$ cat config.mk
export PLATFORM = sky130hd
export DESIGN_NAME = seq_mul_div_flat
export DESIGN_NICKNAME = d
export VERILOG_FILES = /design/src/rtl/seq_mul_div_if.sv /design/src/rtl/seq_mul_div.sv /design/src/flat_wrapper.sv
export SDC_FILE = /design/constraint.sdc
export NUM_CORES = 1
export LEC_CHECK = 0
export BUFFER_PORTS_ARGS = -buffer_cell sky130_fd_sc_hd__clkbuf_2
export CAP_MARGIN = 20
export CORE_ASPECT_RATIO = 1.5
export CORE_MARGIN = 4
export CORE_UTILIZATION = 64
export CTS_CLUSTER_SIZE = 40
export DETAILED_ROUTE_END_ITERATION = 8
export PLACE_DENSITY = 0.86
export RECOVER_POWER = 25
export SLEW_MARGIN = 20
export SYNTH_ARGS = -nofsm -noshare
export SYNTH_HDL_FRONTEND = slang
export SYNTH_SLANG_ARGS = --single-unit
$ cat constraint.sdc
create_clock -name clk -period 6.9 [get_ports clk]
set_input_delay 2.07 -clock clk [delete_from_list [all_inputs] [get_ports clk]]
set_output_delay 2.07 -clock clk [all_outputs]
set_load 0.01 [all_outputs]
$ cat src/rtl/seq_mul_div_if.sv
// seq_mul_div_if: start/busy/done handshake and operand/result bus of the multiply/divide unit
interface seq_mul_div_if #(parameter int N = 16);
  logic         start;
  logic         op;
  logic [N-1:0] a;
  logic [N-1:0] b;
  logic         busy;
  logic         done;
  logic [N-1:0] result_lo;
  logic [N-1:0] result_hi;
  logic         div_by_zero;
  modport master (output start, op, a, b, input busy, done, result_lo, result_hi, div_by_zero);
  modport slave  (input start, op, a, b, output busy, done, result_lo, result_hi, div_by_zero);
endinterface

$ cat src/rtl/seq_mul_div.sv
// seq_mul_div: one-bit-per-clock unsigned shift-add multiplier / restoring divider
module seq_mul_div #(parameter int N = 16) (
  input logic         clk,
  input logic         rst_b,
  seq_mul_div_if.slave bus
);
  localparam int CW = $clog2(N);
  typedef enum logic [1:0] {IDLE, RUN, DONE} state_t;
  state_t state, state_nx;
  logic [CW-1:0] cnt;
  logic is_div, accept, dz, last;
  logic [N-1:0] opd, acc_hi, acc_lo, nhi, nlo;
  logic [N:0] sum, s, trial, diff;
  assign accept = bus.start && state != RUN;
  assign dz = accept && bus.op && bus.b == '0;
  assign last = state == RUN && cnt == '0;
  always_ff @(posedge clk or negedge rst_b)
    if (!rst_b) state <= IDLE;
    else state <= state_nx;
  always_comb state_nx = accept ? (dz ? DONE : RUN) : last ? DONE : state == RUN ? RUN : IDLE;
  always_comb begin
    bus.busy = state == RUN;
    bus.done = state == DONE;
  end
  // acc_hi is the product high half / remainder, acc_lo the multiplier / quotient
  always_comb begin
    sum = {1'b0, acc_hi} + {1'b0, opd};
    s = acc_lo[0] ? sum : {1'b0, acc_hi};
    trial = {acc_hi, acc_lo[N-1]};
    diff = trial - {1'b0, opd};
    nhi = is_div ? (diff[N] ? trial[N-1:0] : diff[N-1:0]) : s[N:1];
    nlo = is_div ? {acc_lo[N-2:0], ~diff[N]} : {s[0], acc_lo[N-1:1]};
  end
  always_ff @(posedge clk or negedge rst_b)
    if (!rst_b) begin
      cnt <= '0;
      is_div <= 1'b0;
      opd <= '0;
      acc_hi <= '0;
      acc_lo <= '0;
    end else if (accept) begin
      cnt <= CW'(N - 1);
      is_div <= bus.op;
      opd <= bus.op ? bus.b : bus.a;
      acc_hi <= '0;
      acc_lo <= bus.op ? bus.a : bus.b;
    end else if (state == RUN) begin
      cnt <= cnt - CW'(1);
      acc_hi <= nhi;
      acc_lo <= nlo;
    end
  // results are loaded only on entry to DONE so the previous ones stay visible during RUN
  always_ff @(posedge clk or negedge rst_b)
    if (!rst_b) begin
      bus.result_lo <= '0;
      bus.result_hi <= '0;
      bus.div_by_zero <= 1'b0;
    end else if (dz) begin
      bus.result_lo <= '1;
      bus.result_hi <= bus.a;
      bus.div_by_zero <= 1'b1;
    end else if (last) begin
      bus.result_lo <= nlo;
      bus.result_hi <= nhi;
      bus.div_by_zero <= 1'b0;
    end
endmodule
$ cat src/flat_wrapper.sv
// flat-port wrapper written by rule: the top's interface ports become plain ports
module seq_mul_div_flat 
#(parameter int N = 16)
  (clk, rst_b, bus_start, bus_op, bus_a, bus_b, bus_busy, bus_done, bus_result_lo, bus_result_hi, bus_div_by_zero);
  seq_mul_div_if #(.N(N)) bus_i ();
  input logic clk;
  input logic rst_b;
  input wire logic [$bits(bus_i.start)-1:0] bus_start;
  input wire logic [$bits(bus_i.op)-1:0] bus_op;
  input wire logic [$bits(bus_i.a)-1:0] bus_a;
  input wire logic [$bits(bus_i.b)-1:0] bus_b;
  output wire logic [$bits(bus_i.busy)-1:0] bus_busy;
  output wire logic [$bits(bus_i.done)-1:0] bus_done;
  output wire logic [$bits(bus_i.result_lo)-1:0] bus_result_lo;
  output wire logic [$bits(bus_i.result_hi)-1:0] bus_result_hi;
  output wire logic [$bits(bus_i.div_by_zero)-1:0] bus_div_by_zero;
  assign bus_i.start = bus_start;
  assign bus_i.op = bus_op;
  assign bus_i.a = bus_a;
  assign bus_i.b = bus_b;
  assign bus_busy = bus_i.busy;
  assign bus_done = bus_i.done;
  assign bus_result_lo = bus_i.result_lo;
  assign bus_result_hi = bus_i.result_hi;
  assign bus_div_by_zero = bus_i.div_by_zero;
  seq_mul_div #(.N(N)) u_core (.clk(clk), .rst_b(rst_b), .bus(bus_i));
endmodule
======== Yosys cells after proc, flatten, opt, wreduce, memory -nomap -nowiden ========
Index checks and enable logic that the tools add are counted.
word-level totals
  word-level logic and storage cells ...... 46
  bits in registers ....................... 88
  output and inout port bits .............. 35
  bits of input ports ..................... 36
operators by class
  bitwise gates (word level) .............. 1
  equality and inequality tests ........... 3
  add/subtract/negate cells ............... 3
  reduce and logical (&&, ||, !) cells .... 8
  muxes and demuxes ....................... 22
operators by type and width
  operator             count
  $mux 16              13
  $add 16x16->17       1
  $mux 17              1
  $sub 17x16->17       1
  $logic_not 16->1     1
  $mux 4               2
  $mux 2               3
  $logic_and 1x1->1    4
  $logic_not 4->1      1
  $reduce_bool 2->1    2
  $sub 4x1->4 const B  1
  $mux 1               3
  $eq 2x1->1 const B   1
  $eq 2x2->1 const B   1
  $ne 2x1->1 const B   1
  $not 1->1            1

======== Depth between registers and ports, before layout ========
  depth in word-level cells ............... 6
  depth in mapped cells ................... 13
  mapped depth without buffers ............ 12

======== Least setup slack after synthesis ========
OpenSTA, ideal clock, no wires.
  path type ............................... input -> register
  from .................................... input port bus_op
  to ...................................... register u_core.bus.result_hi[12]
  slack ................................... 3.157 ns
  data required time ...................... 6.758 ns
  stages on the path ...................... 8
  arrival ................................. 3.601 ns
  path buffers ............................ 2
  library setup time ...................... 0.142 ns
  cells stage by stage .................... clkbuf_1 > nor4b_1 > nand4_1 > nor2_1 > nor2_1 > clkbuf_1 > a22oi_1 > o211ai_1
between the ends
  word-level cells in the longest chain between the ends .. 3
  elaborated cells on any way between the ends .. 4
  classes of those cells .................. mux: 1; reduce/logical: 3
ends and longest elaborated chain
  what                                                 line                  RTL
  start, declared                                      flat_wrapper.sv:9     input wire logic [$bits(bus_i.op)-1:0] bus_op;
  $logic_and 1x1->1 (*) (2 in series)                  seq_mul_div.sv:15     assign dz = accept && bus.op && bus.b == '0;
  $mux 16 / $reduce_bool 2->1 (equally long branches)  n/a
  end signal, assigned                                 seq_mul_div.sv:60     bus.result_hi <= bus.a;
  end signal, assigned                                 seq_mul_div.sv:64     bus.result_hi <= nhi;
  end, declared                                        seq_mul_div_if.sv:13  modport slave (input start, op, a, b, output busy, done, result_lo, result_hi, div_by_zero);
Every way passes the cells marked *; elsewhere a longest branch is shown, timed or not.
A chain may end at the register's enable or synchronous reset.

======== Final worst setup path ========
  from .................................... input port bus_start
  to ...................................... register u_core.bus.result_hi[11]
between the ends
  word-level cells in the longest chain between the ends .. 4
  elaborated cells on any way between the ends .. 5
  classes of those cells .................. mux: 1; reduce/logical: 4
ends and longest elaborated chain
  what                                                 line               RTL
  start, declared                                      flat_wrapper.sv:8  input wire logic [$bits(bus_i.start)-1:0] bus_start;
  $logic_and 1x1->1 (*)                                seq_mul_div.sv:14  assign accept = bus.start && state != RUN;
  $logic_and 1x1->1 (*) (2 in series)                  seq_mul_div.sv:15
  $mux 16 / $reduce_bool 2->1 (equally long branches)  n/a
Marks and branches as above.

==> impl_metrics.ini <==
[run_status]
status = finished clean

[yosys]
synthFlopType = dfrtp_1
synth-edff-count = 0
seq_area_frac_synth = 0.3569
ys_ff_latch = 88
syn_nets = 782
avgSynthCellArea_um2 = 8.690
yosys_warnings = 0
synthArstFlopShare = 1.000
synth_cell_types = 67
synthCells = 710
synth_area_leaders = dfrtp_1, mux2i_1, o21ai_0, ha_1, nor2_1
yosys.area.top_type_share = 0.3569
yosys.area.top_type = dfrtp_1
synth_area_um2 = 6170

[worst_setup_path]
required_ns = 7.15
critPathArrivalTime_ns = 4.79
end_kind = flop
path_class = in2reg
path_max_fanout = 38
critPathLaunchType = primary input

[route]
post_drt_via_cell_ratio = 6.959
wl_per_cell_um = 21.45
vias = 6075
drc = 0
finalWirelength_um = 18730
ant_nets = 0
firstDrtPassIters = 5
first_iter_violations = 641

[final_layout]
final_common_cell = o21ai_0
synthToLayoutAreaGrowth_pct = 11.15
fin_nets = 829
fill_cells = 682
drive_gt1_frac = 0.1406
mostFrequentLayoutCells = o21ai_0, dfrtp_1, clkbuf_2
n_antenna_cell = 0

[timing]
hold_viol = 0
tightest_slew_ns = 0.9135
slew_viol_final = 0
min_period_ns = 4.540
min_period_over_period = 0.6579
fin_tns_setup_ns = 0
setup_viol = 0
rsz0062_at_grt = false
max_freq_ghz = 0.2203
skew_ns = 0.005434
hold_slack_ns = 0.4985
max-slew-margin-rel = 0.3910

[clock_network]
root_buffer = clkbuf_16
cts.sinks = 88
tritoncts = built
postCtsSetupBuffers = 0
path_clk_slew_ns = 0.06
htree_levels = 3
cts_made_buffers = 9
insertion_delay_ns = 0.34
post_cts_resized = 0
cts.path.max_buffers = 2
postCtsHoldBufs = 0

[global_route]
grtUsageMet1 = 0.4353
grt_pass1_vias = 6128
grt_antenna_before_repair = 0
track_usage = 0.3466
grt_busiest_layer = met2
grt_pass1_wl_um = 30440
gr-total-overflow = 0
grt.met3_usage = 0.05981
grtUsageMet2 = 0.5522
grt_max_degree = 89

[floorplan]
start_util = 0.6629
die-width_um = 88.17
num_io_pins = 71
rows = 43
core_um2 = 9308
dieArea_um2 = 11310
die_y_um = 128.3

[run]
maxCapViolCount = 0

[placement]
port_buffers = 70
gp_congestion = 0.9967
dpl.hpwl_um = 13600

[hold_path]
hold_path_class = reg2reg
-- cells in the mapped netlist, drive strengths merged (11+ instances only) --
| cell type | n |
|---|---|
| a211oi | 16 |
| o211ai | 18 |
| ha | 34 |
| mux2i | 53 |
| clkbuf | 36 |
| a21oi | 41 |
| inv | 29 |
| dfrtp | 88 |
| nand3 | 20 |
| nor3 | 16 |
| nand2 | 42 |
| o21ai | 107 |
| nor2 | 58 |
| a22oi | 11 |
-- flip-flops by register name, indices dropped and copies added (netlist names), 2 cells and up --
name	cells
u_core.acc_hi	16
u_core.acc_lo	16
u_core.bus.result_hi	16
u_core.bus.result_lo	16
u_core.opd	16
u_core.cnt	4
u_core.state	2
-- layer usage --
metal  share of wire  vias to the layer above
met1            0.38                     2898
met3           0.083                       84
met5               0                        -
met2            0.49                      359
met4           0.053                        0
li1                -                     2734
-- kinds of logic after synthesis --
group / share of synthesized area
compound gates: 0.2709
xor+xnor: 0.02271
fa+ha+maj: 0.07544
buf+inv: 0.04543
flops: 0.3569
mux: 0.08599
simple gates: 0.1426
-- final timing paths --
kind	startpoint	to	slack, ns	cells past startpoint
hold reg to reg	u_core.bus.div_by_zero	u_core.bus.div_by_zero	0.50	1
setup / recovery	bus_start	u_core.bus.result_hi[11]	2.36	10
min in group asynchronous	rst_b	u_core.cnt[1]	1.76	1
hold / removal	u_core.bus.div_by_zero	u_core.bus.div_by_zero	0.50	1
setup reg to reg	u_core.acc_lo[15]	u_core.bus.result_hi[7]	2.84	13
max in group asynchronous	rst_b	u_core.acc_lo[11]	4.58	1
-- final cells by class --
| type | count | area [µm²] | share of cell area |
|---|---|---|---|
| clock buffers | 12 | 246.5 | 0.03594 |
| clock inverters | 3 | 42.54 | 0.006203 |
| inverters | 30 | 112.6 | 0.01642 |
| multi-input cells | 550 | 3697 | 0.5391 |
| flip-flops and latches | 88 | 2202 | 0.3211 |
| well taps | 112 | 140.1 | 0.02043 |
| repair buffers | 78 | 416.7 | 0.06076 |
-- worst max-delay path, cell delays in order --
cell	delay [ns]
clkbuf_2	0.60
inv_1	0.51
nor2_2	0.22
buf_4	0.33
nand2_1	0.13
nor2_2	0.15
buf_4	0.36
a22o_1	0.23
a21oi_1	0.05
o21ai_0	0.12
-- metrics by stage --
| stage | instances | area, µm² | setup slack (ns) | utilization |
|---|---|---|---|---|
| final | 873 | 6858 | 2.360 | 0.7368 |
| after global routing | 873 | 6858 | 2.179 | 0.7368 |
| after CTS | 873 | 6852 | 2.217 | 0.7361 |
| after detailed placement | 858 | 6563 | 1.924 | 0.7051 |
| after global placement | 858 | 6563 | 2.066 | 0.7051 |
| after floorplan | 710 | 6170 | 3.157 | - |
Power is left out: the tool's default activity adds up to more than one toggle a clock period on the data nets, which glitch-free logic cannot reach.
